### src/rtl/fetch_sequencer.sv
// Instruction fetch sequencer: IDLE/FETCH/LATCH/HOLD control of PC and IR,
// with a small return-address stack driving call/return next-PC selection.
module fetch_sequencer #(
  parameter logic [31:0] RESET_PC  = 32'h0000_0000,
  parameter int unsigned RAS_DEPTH = 8
) (
  input  logic        clk,
  input  logic        reset,
  input  logic        fetch_req,
  input  logic        stall,
  input  logic        pc_update,
  input  logic [1:0]  pc_src,
  input  logic        push_ret,
  input  logic [31:0] branch_target,
  input  logic [31:0] jump_target,
  input  logic [31:0] imem_data,
  output logic [31:0] imem_addr,
  output logic [31:0] pc,
  output logic [31:0] ir,
  output logic        instr_valid,
  output logic        busy,
  output logic [4:0]  ras_count,
  output logic        ras_overflow,
  output logic        ras_underflow
);

  localparam int unsigned AW    = $clog2(RAS_DEPTH);
  localparam logic [4:0]  DEPTH = 5'(RAS_DEPTH);

  typedef enum logic [1:0] {IDLE, FETCH, LATCH, HOLD} state_t;

  state_t      r_state;
  state_t      w_state_nxt;
  logic [31:0] r_pc;
  logic [31:0] r_ir;
  logic        r_instr_valid;
  logic        r_busy;
  logic [4:0]  r_ras_count;
  logic        r_ras_overflow;
  logic        r_ras_underflow;
  logic [31:0] r_ras [RAS_DEPTH];

  logic          w_commit;
  logic          w_pop;
  logic          w_empty;
  logic          w_full;
  logic [31:0]   w_pc_inc;
  logic [31:0]   w_next_pc;
  logic [4:0]    w_cnt_m1;
  logic [AW-1:0] w_top_idx;
  logic [AW-1:0] w_push_idx;

  assign w_pc_inc   = r_pc + 32'd1;
  assign w_commit   = (r_state == HOLD) && pc_update && !stall;
  assign w_pop      = (pc_src == 2'b11);
  assign w_empty    = (r_ras_count == 5'd0);
  assign w_full     = (r_ras_count == DEPTH);
  assign w_cnt_m1   = r_ras_count - 5'd1;
  assign w_top_idx  = w_cnt_m1[AW-1:0];
  assign w_push_idx = r_ras_count[AW-1:0];

  always_comb begin
    w_state_nxt = r_state;
    if (!stall) begin
      unique case (r_state)
        IDLE:  if (fetch_req) w_state_nxt = FETCH;
        FETCH: w_state_nxt = LATCH;
        LATCH: w_state_nxt = HOLD;
        HOLD:  if (pc_update) w_state_nxt = fetch_req ? FETCH : IDLE;
        default: w_state_nxt = IDLE;
      endcase
    end
  end

  // Popping an empty stack falls back to the sequential PC.
  always_comb begin
    w_next_pc = w_pc_inc;
    unique case (pc_src)
      2'b00: w_next_pc = w_pc_inc;
      2'b01: w_next_pc = branch_target;
      2'b10: w_next_pc = jump_target;
      2'b11: w_next_pc = w_empty ? w_pc_inc : r_ras[w_top_idx];
      default: w_next_pc = w_pc_inc;
    endcase
  end

  always_ff @(posedge clk) begin
    if (reset) begin
      r_state         <= IDLE;
      r_pc            <= RESET_PC;
      r_ir            <= '0;
      r_instr_valid   <= 1'b0;
      r_busy          <= 1'b0;
      r_ras_count     <= '0;
      r_ras_overflow  <= 1'b0;
      r_ras_underflow <= 1'b0;
    end else begin
      r_state       <= w_state_nxt;
      r_instr_valid <= (w_state_nxt == HOLD);
      r_busy        <= (w_state_nxt == FETCH) || (w_state_nxt == LATCH);
      if (r_state == LATCH && !stall) r_ir <= imem_data;
      if (w_commit) begin
        r_pc <= w_next_pc;
        if (w_pop) begin
          if (w_empty) begin
            r_ras_underflow <= 1'b1;
            if (push_ret) begin
              r_ras['0]   <= w_pc_inc;
              r_ras_count <= 5'd1;
            end
          end else if (push_ret) begin
            // Pop+push: top is consumed and replaced in place, depth unchanged.
            r_ras[w_top_idx] <= w_pc_inc;
          end else begin
            r_ras_count <= w_cnt_m1;
          end
        end else if (push_ret) begin
          if (w_full) begin
            r_ras_overflow <= 1'b1;
          end else begin
            r_ras[w_push_idx] <= w_pc_inc;
            r_ras_count       <= r_ras_count + 5'd1;
          end
        end
      end
    end
  end

  assign imem_addr     = r_pc;
  assign pc            = r_pc;
  assign ir            = r_ir;
  assign instr_valid   = r_instr_valid;
  assign busy          = r_busy;
  assign ras_count     = r_ras_count;
  assign ras_overflow  = r_ras_overflow;
  assign ras_underflow = r_ras_underflow;

endmodule

### config.mk
export PLATFORM = sky130hd
export DESIGN_NAME = fetch_sequencer
export DESIGN_NICKNAME = d
export VERILOG_FILES = /design/src/rtl/fetch_sequencer.sv
export SDC_FILE = /design/constraint.sdc
export NUM_CORES = 1
export LEC_CHECK = 0
export ABC_AREA = 1
export CORE_AREA = 8 8 176 178
export DETAILED_ROUTE_END_ITERATION = 8
export DIE_AREA = 0 0 184 186
export PLACE_DENSITY = 0.83
export SLEW_MARGIN = 5
export SYNTH_ARGS = -nofsm -noshare
export SYNTH_HDL_FRONTEND = slang
export SYNTH_SLANG_ARGS = --single-unit
### constraint.sdc
create_clock -name clk -period 5.1 [get_ports clk]
set_input_delay 0.51 -clock clk [delete_from_list [all_inputs] [get_ports clk]]
set_output_delay 0.51 -clock clk [all_outputs]
set_load 0.02 [all_outputs]
## Word-level counts from Yosys, hierarchy flattened

Memory sizes are Yosys's and may differ from the RTL's.
Cells that the tools add are included.
W data, S select, Z words.

- Bits in registers: 75
- Output and inout bits: 105
- Latch bits: 0
- Memories kept: 1
- Bits in writable memories: 256
- Bits in read-only memories: 0
- Input port bits: 104
- Word-level logic and storage cells: 76

Memories:

| memory | depth | width | rd ports | clocked after memory_dff | wr ports | RTL line | source |
|---|---|---|---|---|---|---|---|
| r_ras | 8 | 32 | 1 | 0 | 1 | 41 | `logic [31:0] r_ras [RAS_DEPTH];` |

- Reduce and logical (&&, ||, !) cells: 14
- $add $sub $neg: 3
- Divide/modulo/power cells: 0
- Multipliers: 0
- Shifts and indexed selects: 0
- Bitwise gates (word level): 1
- $lt $le $gt $ge: 0
- Multiplexer cells: 36
- Equal/unequal tests: 13

Operators by type and width:

| operator | count |
|---|---|
| $pmux W32 S4 | 1 |
| $mux W32 | 3 |
| $reduce_or A32 Y1 | 2 |
| $add A32 B1 Y32 const B | 1 |
| $mux W5 | 6 |
| $mux W1 | 20 |
| $eq A2 B2 Y1 const B | 6 |
| $pmux W2 S4 | 1 |
| $eq A2 B1 Y1 const B | 3 |
| $mux W2 | 3 |
| $mux W3 | 2 |
| $add A5 B1 Y5 const B | 1 |
| $eq A5 B4 Y1 const B | 1 |
| $logic_not A5 Y1 | 1 |
| $reduce_and A5 Y1 | 1 |
| $sub A5 B1 Y5 const B | 1 |
| $logic_not A2 Y1 | 2 |
| $ne A2 B2 Y1 const B | 2 |
| $reduce_and A4 Y1 | 1 |
| $logic_and A1 B1 Y1 | 3 |
| $ne A3 B2 Y1 const B | 1 |
| $reduce_and A3 Y1 | 1 |
| $reduce_bool A2 Y1 | 1 |
| $logic_not A1 Y1 | 1 |
| other kinds (2) | 2 |

## Longest topological paths before layout

- Depth in word-level cells: 9
- Gate-level depth with buffers: 17
- Depth with buffers taken out: 12

## Worst setup path before layout

Ideal clock, no wire load.

- Path type: register to register
- Start: register r_ras_count[0] (netlist: ras_count[0])
- End: memory r_ras[6][0], enable pin
- Stages on the path, launching flop included: 16
- Path slack: 1.378 ns
- Path buffers: 4
- Arrival time: 3.301 ns
- Setup time: 0.421 ns
- Clock period less this slack: 3.722 ns
- Data required time: 4.679 ns
- Cell sequence: dfxtp_1 > buf_6 > inv_4 > buf_6 > buf_6 > buf_6 > ha_1 > inv_1 > nor2_1 > nand2_1 > nand2_4 > inv_2 > nand3_2 > o21ai_2 > nand2_1 > nor2_1

- Longest elaborated chain between the ends: 9
- Elaborated cells between the ends (all ways): 25
- Classes of those cells: 1 x add/sub; 1 x eq/ne; 20 x mux; 3 x reduce/logical

RTL lines:

| element | RTL line | source |
|---|---|---|
| from (decl) | 38 | `logic [4:0] r_ras_count;` |
| from (signal assigned) | 115 | `r_ras_count <= w_cnt_m1;` |
| from (signal assigned) | 122 | `r_ras_count <= r_ras_count + 5'd1;` |
| $eq A5 B4 Y1 / $logic_not A5 Y1 (equally long branches) | 57, 56 |  |
| $mux W1, on equally long branches | 118, 105 |  |
| $mux W1, on equally long branches | 117, 104 |  |
| $mux W1, on equally long branches | 104, 102 |  |
| $mux W1, on equally long branches | 102, 88 |  |
| $mux W1, on equally long branches | 88, 113 |  |
| $mux W1 (not written as such) / $reduce_or A32 Y1 (equally long branches) | - |  |
| $reduce_or A32 Y1 (no source line) (tied with other cells) | - |  |
| $mux W3 (no source line) / $mux W1 (equally long branches) | - |  |
| to (decl) | 41 |  |

Parallel ways exist; a longest one is shown, timed or not.

## Worst setup path after layout

- Start: register r_ras_count[0] (netlist: ras_count[0])
- End: memory r_ras[3][2], enable pin

Same word-level chain as after synthesis.

==> metrics.txt <==
WL final 43,330 um; I/O Buffers 208; gr ovfl total 0; die width roughly 180 um; Final GP Congestion roughly 0.91; final core utilization about two thirds; clock sinks 331; FF-to-FF path depth 11; Clock Path Buffers 3; Syn-to-layout area delta 21.60%; Worst setup SP type flop; placement row count 62; starting density of the core between 50% and 60%; Least-Margin Pin Slew ~1.2 ns; Skew-Pair Late Insertion Delay roughly 0.52 ns; clock root buffer clkbuf_16; setup TNS 0 ns; outcome completed; Comb pwr share around 4.6%; DIE AREA between 30,000 and 40,000 sq um; share of cells above drive strength 1 between 6 and 7%; Boundary Pins approximately 210; switching power between 1 and 1.5 mW; Yosys Warn Count 0; largest family of logic cells by synthesized area simple AND/OR/NAND/NOR gates; Mapped Nets roughly 1,800; Clock Pin Slew Worst Setup and Hold Paths about 0.06 ns; leakage power total roughly 7.2 nW; setup bufs post-CTS 0; Max Cap Violations 0; Cell Pwr Density just over 300 nW/um^2; HP Class reg2reg; gate count after technology mapping about 1,700; vias in the first global route roughly 12,000; detailed-route via count 12,350; register area share after synthesis between 60% and 70%; Post-Synth XOR/XNOR Area less than 1%; critical path class reg2reg; placed insts about 2,200; final setup fails 0; max-slew violations 0; Power Internal ~4.6 mW; sequential share of power 50.3%; Hold Vio Cnt, Final 0; mux cell area share after synthesis 0%; Die H 186 um; CP max FO 80; Required @ worst endpoint ~5.2 ns; top post-synthesis cells by area edfxtp_1 50%, dfxtp_1 9.8%, nand2_1 8.2%, nor2_1 7.8%, o21ai_0 5.6%; Seq cells post-synth 331; residual DRC count 0; area leader, netlist edfxtp_1; CTS buffer count 34; RSZ-0062 raised after global routing no; post-synth cell types 44; worst hold stages 2; drt first pass iters 6; initial antenna violation count 0; simple-gate share of the synthesized area 21.80%; Setup Skew ~0.018 ns; pin count of the biggest net entering global routing between 80 and 90; Layout Nets about 1,900; Mapped Avg Cell Area roughly 9.3 sq um; period utilisation layout between 70% and 80%; area of the core around 28,000 sq um; EDFF count, synth approximately 260; post-synth top area share 50.25%; post-synthesis cell area approximately 15,000 sq um; wire per inst between 15 and 20 um; final setup margin about 1.3 ns; critical path endpoint category flop; CTS tree yes; global-route wire length before repair ~66,000 um; Synth Area in Compound Gates under 10%; hpwl dp 27,900 um; Max Clock Freq around 260 MHz; antenna cells 0; DR iter-0 viols 1,374; CTS H-tree lvls 2; switching part of the total between 20 and 25%; ANT nets after route 0; Main synth FF type edfxtp_1; Reg2Reg Setup Slack 1.27 ns; adder-cell share of the synthesized area less than 1%; hold_buf cts 0; Rel. slew slack 19.48%; maximum vdd drop ~0.00022 V; Post-CTS Resized 0; Final min period 3.831 ns; Post-synth ARST share 0%; clock network power share between 40% and 50%; total track usage about a quarter; vias per std cell ~5.6; Placement Setup Slack between 1 and 1.5 ns; Final Non-Filler Cells about 2,200; crit path DAT around 4.0 ns
==> power groups by stage <==
stage	Combinational (mW)	Sequential [mW]	Clock (mW)
after floorplan	0.0985	2.97	0
after global placement	0.256	2.95	0
after detailed placement	0.262	2.96	0
after CTS	0.264	2.90	2.61
after global routing	0.284	2.90	2.71
final	0.262	2.90	2.60
==> cell families (layout without fill, tap and decap cells) <==
logic type	after synthesis	count (layout)
DFF	331	331
and+or+nand+nor	792	792
adders and majority gates	5	5
xor gates and xnor gates	15	15
buffers and inverters	230	407
AOI/OAI and AO/OA	277	277
==> synthesized netlist by cell type (all sizes together), types with 11 or more instances <==
master,n
buf,72
dfxtp,75
inv,120
nand3b,19
or2,16
o21ai,175
edfxtp,256
nand3,64
a21oi,74
o22ai,11
nor2,330
nand2,342
clkbuf,38
==> critical path, cell delays in order, from the launching register on <==
cell and delay (ns):
dfxtp_4 0.35, inv_4 0.37, buf_4 0.72, ha_1 0.32, inv_1 0.05, nand2_1 0.07
nand2_2 0.12, inv_2 0.15, o21ai_2 0.09, inv_1 0.07, nand2_1 0.13, nor2_4 0.94
==> through the flow <==
step	area, sq um	hold slack, ns	power [mW]
floorplan	15300	0.5195	3.068
global placement	17430	0.4319	3.211
detailed placement	17430	0.4357	3.217
CTS	18600	0.4452	5.775
global route	18600	0.4584	5.897
finish	18600	0.4433	5.763
==> registers in the layout, indices dropped and copies added (netlist names) <==
signal and count:
busy 1, ir 32, ras_underflow 1, r_state 2
ras_overflow 1, imem_addr 32, ras_count 5, instr_valid 1
r_ras 256
==> cell usage in the layout (no fill, tap or decap), drive strengths merged <==
cell,n
edfxtp,256
dfxtp,75
nor4,1
a22o,7
xor2,9
and2,9
a31o,1
clkbuf,45
o21bai,2
o22ai,11
clkdlybuf4s50,208
nor2,330
nand3b,19
clkinvlp,3
a22oi,4
nand2,342
xnor2,6
o211ai,1
ha,5
o21ai,175
nand3,64
o21a,1
a21oi,74
a211oi,1
clkinv,8
nand4,9
bufinv,5
buf,18
or2,16
inv,120
nor3,2
==> worst paths after layout <==
| kind | from | endpoint |
|---|---|---|
| worst min-delay path | ir[29]$_SDFFE_PP0P_ | ir[29]$_SDFFE_PP0P_ |
| worst min register to register | ir[29]$_SDFFE_PP0P_ | ir[29]$_SDFFE_PP0P_ |
| worst max register to register | ras_count[0]$_SDFFE_PP0P_ | r_ras[3][2]$_DFFE_PP_ |
| worst max-delay path | ras_count[0]$_SDFFE_PP0P_ | r_ras[3][2]$_DFFE_PP_ |
==> layer usage <==
layer	GRT usage [%]	vias to the layer above	routed length, um
met5	0	-	0
met4	10.16	0	1623
met3	4.041	122	3805
met2	43.16	640	21830
met1	30.04	5826	16070
li1	-	5757	-
==> layout make-up <==
class / count / area (sq um)
clock buffers: 45 / 943.4
repair buffers: 226 / 2230
clock inverters: 16 / 232.7
flip-flops and latches: 331 / 9193
inverters: 120 / 452.9
well taps: 384 / 480.5
multi-input cells: 1089 / 5070
fillers: 2162 / 9635
Power figures use the tool's default switching activity.
